$ cat src/rtl/key_mode_ctrl.sv
// Single/double click classifier driving an audio mode index (single = up, double = down).
// Define KEY_MODE_LED_EN to add the registered one-hot mode_led output.
module key_mode_ctrl #(
  parameter int                MODE_NUM   = 4,
  parameter int                MODE_W     = 2,
  parameter int                CNT_W      = 24,
  parameter logic [CNT_W-1:0]  DCLICK_WIN = 24'd5000000
) (
  input  logic                clk,
  input  logic                rst_n,
  input  logic                key_on,
  input  logic                mode_lock,
  output logic                single_pulse,
  output logic                double_pulse,
  output logic [MODE_W-1:0]   mode,
  output logic                mode_chg
`ifdef KEY_MODE_LED_EN
  ,
  output logic [MODE_NUM-1:0] mode_led
`endif
);

  typedef enum logic {IDLE, WAIT2} state_t;

  localparam logic [CNT_W-1:0]  WIN_LAST = DCLICK_WIN - CNT_W'(1);
  localparam logic [MODE_W-1:0] MODE_MAX = MODE_W'(MODE_NUM - 1);

  state_t              state_q, state_d;
  logic [CNT_W-1:0]    cnt_q, cnt_d;
  logic                single_q, single_d;
  logic                double_q, double_d;
  logic [MODE_W-1:0]   mode_q, mode_d;
  logic                chg_q, chg_d;

  // Gesture FSM; a second press on the timeout edge still counts as a double.
  always_comb begin
    state_d  = state_q;
    cnt_d    = cnt_q;
    single_d = 1'b0;
    double_d = 1'b0;
    case (state_q)
      IDLE: begin
        if (key_on) begin
          state_d = WAIT2;
          cnt_d   = '0;
        end
      end
      WAIT2: begin
        if (key_on) begin
          double_d = 1'b1;
          state_d  = IDLE;
        end else if (cnt_q == WIN_LAST) begin
          single_d = 1'b1;
          state_d  = IDLE;
        end else begin
          cnt_d = cnt_q + CNT_W'(1);
        end
      end
      default: state_d = IDLE;
    endcase
  end

  // mode_lock only matters on the edge the gesture is classified.
  always_comb begin
    mode_d = mode_q;
    chg_d  = 1'b0;
    if (!mode_lock) begin
      if (single_d) begin
        mode_d = (mode_q == MODE_MAX) ? '0 : mode_q + MODE_W'(1);
        chg_d  = 1'b1;
      end else if (double_d) begin
        mode_d = (mode_q == '0) ? MODE_MAX : mode_q - MODE_W'(1);
        chg_d  = 1'b1;
      end
    end
  end

  always_ff @(posedge clk or negedge rst_n) begin
    if (!rst_n) begin
      state_q  <= IDLE;
      cnt_q    <= '0;
      single_q <= 1'b0;
      double_q <= 1'b0;
      mode_q   <= '0;
      chg_q    <= 1'b0;
    end else begin
      state_q  <= state_d;
      cnt_q    <= cnt_d;
      single_q <= single_d;
      double_q <= double_d;
      mode_q   <= mode_d;
      chg_q    <= chg_d;
    end
  end

  assign single_pulse = single_q;
  assign double_pulse = double_q;
  assign mode         = mode_q;
  assign mode_chg     = chg_q;

`ifdef KEY_MODE_LED_EN
  logic [MODE_NUM-1:0] led_q, led_d;

  assign led_d = MODE_NUM'(1) << mode_d;

  always_ff @(posedge clk or negedge rst_n) begin
    if (!rst_n) led_q <= MODE_NUM'(1);
    else        led_q <= led_d;
  end

  assign mode_led = led_q;
`endif

endmodule
$ cat config.mk
export PLATFORM = sky130hd
export DESIGN_NAME = key_mode_ctrl
export DESIGN_NICKNAME = d
export VERILOG_FILES = /design/src/rtl/key_mode_ctrl.sv
export SDC_FILE = /design/constraint.sdc
export NUM_CORES = 1
export LEC_CHECK = 0
export ABC_AREA = 1
export CAP_MARGIN = 20
export CORE_ASPECT_RATIO = 1.5
export CORE_MARGIN = 2
export CORE_UTILIZATION = 40
export CTS_BUF_LIST = sky130_fd_sc_hd__clkbuf_16
export CTS_CLUSTER_DIAMETER = 80
export CTS_CLUSTER_SIZE = 10
export DETAILED_ROUTE_END_ITERATION = 10
export GPL_TIMING_DRIVEN = 0
export SLEW_MARGIN = 10
export SYNTH_ARGS = -nofsm -noshare
export SYNTH_HDL_FRONTEND = slang
export SYNTH_SLANG_ARGS = --single-unit
export TNS_END_PERCENT = 5
$ cat constraint.sdc
create_clock -name clk -period 4.2 [get_ports clk]
set_input_delay 1.05 -clock clk [delete_from_list [all_inputs] [get_ports clk]]
set_output_delay 1.05 -clock clk [all_outputs]
set_load 0.05 [all_outputs]
==> results of run 1 <==
==> through the flow <==
| stage | setup WS (ps) | hold WS (ps) | total power (µW) | util |
|---|---|---|---|---|
| 2_1_floorplan | 2490 | 470 | 467 | - |
| 3_3_place_gp | 1490 | 492 | 524 | 0.451 |
| 3_5_place_dp | 1900 | 498 | 526 | 0.450 |
| 4_1_cts | 1630 | 509 | 861 | 0.478 |
| 5_1_grt | 1590 | 532 | 901 | 0.478 |
| 6_report | 1650 | 510 | 852 | 0.478 |
==> per-layer routing <==
| layer | vias up | track usage | wire length (µm) | share of wire |
|---|---|---|---|---|
| li1 | 941 | - | - | - |
| met3 | 13 | 0.0399 | 127 | 0.027 |
| met4 | 0 | 0.0887 | 146 | 0.031 |
| met5 | - | 0 | 0 | 0 |
| met2 | 34 | 0.318 | 2500 | 0.53 |
| met1 | 843 | 0.225 | 1950 | 0.41 |
==> state kept, by name (all words and copies together), names as in the netlist <==
signal        cells
cnt_q            24
mode_chg          1
single_pulse      1
state_q           1
mode              2
double_pulse      1
==> power breakdown <==
part / leakage (µW) / switching (µW) / internal [µW] / total, µW
logic: 0.000550 / 118 / 66.8 / 185
registers: 0.000409 / 24.4 / 310 / 334
clock network: 0.0000724 / 120 / 213 / 333
==> layout make-up <==
| type | instances | area [µm²] | share of cell area |
|---|---|---|---|
| plain buffers | 6 | 56.3 | 0.0243 |
| clock buffers | 5 | 125 | 0.0540 |
| clock inverters | 3 | 12.5 | 0.00540 |
| inverters | 33 | 130 | 0.0561 |
| multi-input cells | 218 | 1090 | 0.468 |
| flip-flops and latches | 30 | 751 | 0.324 |
| well taps | 66 | 82.6 | 0.0356 |
| repair buffers | 8 | 75.1 | 0.0324 |
==> logic make-up (layout without fill, tap and decap cells) <==
family / after synthesis / count (layout) / share of synthesized area
AND/OR/NAND/NOR: 180 / 180 / 0.400
XOR/XNOR: 11 / 11 / 0.0476
AO/OA/AOI/OAI: 24 / 24 / 0.0711
buffers and inverters: 39 / 55 / 0.0921
adder cells (fa/ha/maj): 3 / 3 / 0.0186
flip-flops: 30 / 30 / 0.371
==> worst paths after layout <==
check,from,end,cells after the start
max,mode[0],mode[0],1
min,cnt_q[20],cnt_q[20],2
max reg2reg,cnt_q[0],cnt_q[22],8
min reg2reg,cnt_q[20],cnt_q[20],2
max in group asynchronous,rst_n,cnt_q[14],1
min in group asynchronous,rst_n,cnt_q[3],1
==> synth_stat cells (all sizes together) <==
master	n	area [µm²]
xor2	10	87.6
a21oi	1	8.76
nand4	4	25.0
nand2	97	372
nand3	32	183
o21ai	21	120
nor3	8	50.1
xnor2	1	8.76
o211ai	1	7.51
buf	6	56.3
dfrtp	30	751
ha	3	37.5
or2	5	31.3
nor2	33	141
clkinv	1	5.00
o21bai	1	7.51
and3	1	6.26
inv	32	125
==> run_summary.xml, run 1 <==
<?xml version="1.0" encoding="UTF-8"?>
<metrics>
  <group name="sta">
    <metric name="clock_skew" unit="ps">4.39</metric>
    <metric name="count_of_endpoints_failing_setup_in_the_final_report" unit="">0</metric>
    <metric name="max_freq" unit="MHz">392</metric>
    <metric name="final_min_period_over_clock_period" unit="">0.608</metric>
    <metric name="post-route-min-period" unit="ps">2550</metric>
    <metric name="hold_viol_final" unit="">0</metric>
    <metric name="setup-tns-final" unit="ps">0</metric>
    <metric name="max_slew.worst_pin.slew" unit="ps">692</metric>
    <metric name="maxSlewHeadroom" unit="">0.538</metric>
    <metric name="drv_slew" unit="">0</metric>
    <metric name="grt_setup_unrepaired" unit="">false</metric>
  </group>
  <group name="cts">
    <metric name="cts.htree.levels" unit="">2</metric>
    <metric name="postCtsSetupBuffers" unit="">0</metric>
    <metric name="cts_max_path_buffers" unit="">2</metric>
    <metric name="tritoncts_num_sinks" unit="">30</metric>
    <metric name="resized_gates_after_cts" unit="">0</metric>
    <metric name="cts_made_buffers" unit="">5</metric>
    <metric name="cts.hold.buffers_added" unit="">0</metric>
    <metric name="clock_tree.root_cell" unit="">sky130_fd_sc_hd__clkbuf_16</metric>
    <metric name="clk_pin_slew_worst_paths" unit="ps">50</metric>
    <metric name="cts_tree" unit="">yes</metric>
    <metric name="worst_skew_pair_latency" unit="ps">270</metric>
  </group>
  <group name="yosys">
    <metric name="synthDistinctLibCells" unit="">30</metric>
    <metric name="yosysSeqAreaShare" unit="">0.371</metric>
    <metric name="avgSynthCellArea" unit="µm²">7.05</metric>
    <metric name="synth-seq-cells" unit="">30</metric>
    <metric name="ys_warns" unit="">0</metric>
    <metric name="syn-num-nets" unit="">294</metric>
    <metric name="mappedNetlistArea" unit="µm²">2020</metric>
    <metric name="syn-instance-count" unit="">287</metric>
  </group>
  <group name="job">
    <metric name="drv_cap" unit="">0</metric>
  </group>
  <group name="power_and_ir_drop">
    <metric name="vdd_drop_max" unit="mV">0.148</metric>
    <metric name="p_per_area" unit="nW/µm²">368</metric>
    <metric name="power.leakage" unit="µW">0.00103</metric>
  </group>
  <group name="floorplanning">
    <metric name="core_region_area" unit="µm²">4850</metric>
    <metric name="floorplan.initialDensity" unit="">0.417</metric>
    <metric name="row_count" unit="">31</metric>
    <metric name="floorplan.io_pins" unit="">9</metric>
    <metric name="dieArea" unit="µm²">5650</metric>
    <metric name="die_h" unit="µm">91.1</metric>
    <metric name="chipWidth" unit="µm">62.1</metric>
  </group>
  <group name="critical_path">
    <metric name="timing.setup.critical_path_class" unit="">reg2out</metric>
    <metric name="critPathMaxFanout" unit="">5</metric>
    <metric name="worst_ep_required_time" unit="ps">3150</metric>
    <metric name="path_delay_family" unit="">buffers and inverters</metric>
    <metric name="worst_path_max_delay_cell" unit="">sky130_fd_sc_hd__clkdlybuf4s50_1</metric>
    <metric name="timing.critical_path.from_type" unit="">flip-flop</metric>
    <metric name="timing.critical_path.arrival" unit="ps">1500</metric>
    <metric name="crit_chain" unit="">clkdlybuf4s50_1</metric>
    <metric name="critical_path_sink_type" unit="">primary output</metric>
    <metric name="worst_setup_slack_for_register_to_register_paths" unit="ps">2400</metric>
    <metric name="timing.critical_path.buf_inv" unit="">1</metric>
    <metric name="slowest_delay" unit="ps">830</metric>
  </group>
  <group name="placement">
    <metric name="detailed_place.area" unit="µm²">2180</metric>
    <metric name="finalWeightedCongestion" unit="">0.881</metric>
    <metric name="detailedPlacementHpwl" unit="mm">3.72</metric>
    <metric name="numPortBuffers" unit="">8</metric>
    <metric name="placed_cells_incl_taps" unit="">361</metric>
  </group>
  <group name="global_routing">
    <metric name="global_route.overflow_total" unit="">0</metric>
    <metric name="grt_max_degree" unit="">31</metric>
    <metric name="wire_length_of_the_first_global_routing_pass" unit="mm">8.11</metric>
    <metric name="grt_antenna_before_repair" unit="">0</metric>
    <metric name="first_global_vias" unit="">1765</metric>
    <metric name="globalRouteTotalUtil" unit="">0.192</metric>
  </group>
  <group name="hold_path">
    <metric name="hp_class" unit="">reg2reg</metric>
  </group>
  <group name="finish">
    <metric name="fin_area" unit="µm²">2320</metric>
    <metric name="area.growth.synth_to_final" unit="%">14.6</metric>
    <metric name="most_used_cells_in_the_layout_excluding_fill_and_tap_cells" unit="">sky130_fd_sc_hd__nand2_1 (94), sky130_fd_sc_hd__dfrtp_1 (30), sky130_fd_sc_hd__nand3_1 (29), sky130_fd_sc_hd__inv_1 (28), sky130_fd_sc_hd__nor2_1 (26)</metric>
    <metric name="final_net_count" unit="">309</metric>
    <metric name="antenna_cells" unit="">0</metric>
    <metric name="post_route_cells_drive_above_1_share" unit="">0.142</metric>
    <metric name="layoutNonFillerInstCount" unit="">369</metric>
    <metric name="final.fill_count" unit="">515</metric>
    <metric name="layout.cells.most_common" unit="">sky130_fd_sc_hd__nand2_1</metric>
  </group>
  <group name="routing">
    <metric name="postRouteAntennaNets" unit="">0</metric>
    <metric name="drt_pre_antenna_iters" unit="">4</metric>
    <metric name="routed_wl" unit="mm">4.72</metric>
    <metric name="detail_route.iter0.violations" unit="">62</metric>
    <metric name="viasPerCell" unit="">4.96</metric>
    <metric name="wl_per_cell" unit="µm">12.8</metric>
    <metric name="drc" unit="">0</metric>
    <metric name="via_count" unit="">1831</metric>
  </group>
  <group name="outcome">
    <metric name="status" unit="">finished clean</metric>
  </group>
</metrics>
No activity file was read; power rests on OpenSTA's default activity.
==> run 2, diff against run 1 <==
==> constraint.sdc (replaced) <==
create_clock -name clk -period 2.25 [get_ports clk]
set_input_delay 0.5625 -clock clk [delete_from_list [all_inputs] [get_ports clk]]
set_output_delay 0.5625 -clock clk [all_outputs]
set_load 0.05 [all_outputs]
==> results of run 2 <==
The final DEF is identical to that of run 1. Status: finished clean.
Among the figures that moved: setup slack after placement 1900 ps -> 440 ps; setup slack after layout 1650 ps -> 184 ps; hold slack 510 ps -> 332 ps; register-to-register setup slack 2400 ps -> 450 ps; total power 852 µW -> 1590 µW; worst IR drop on VDD 0.148 mV -> 0.277 mV
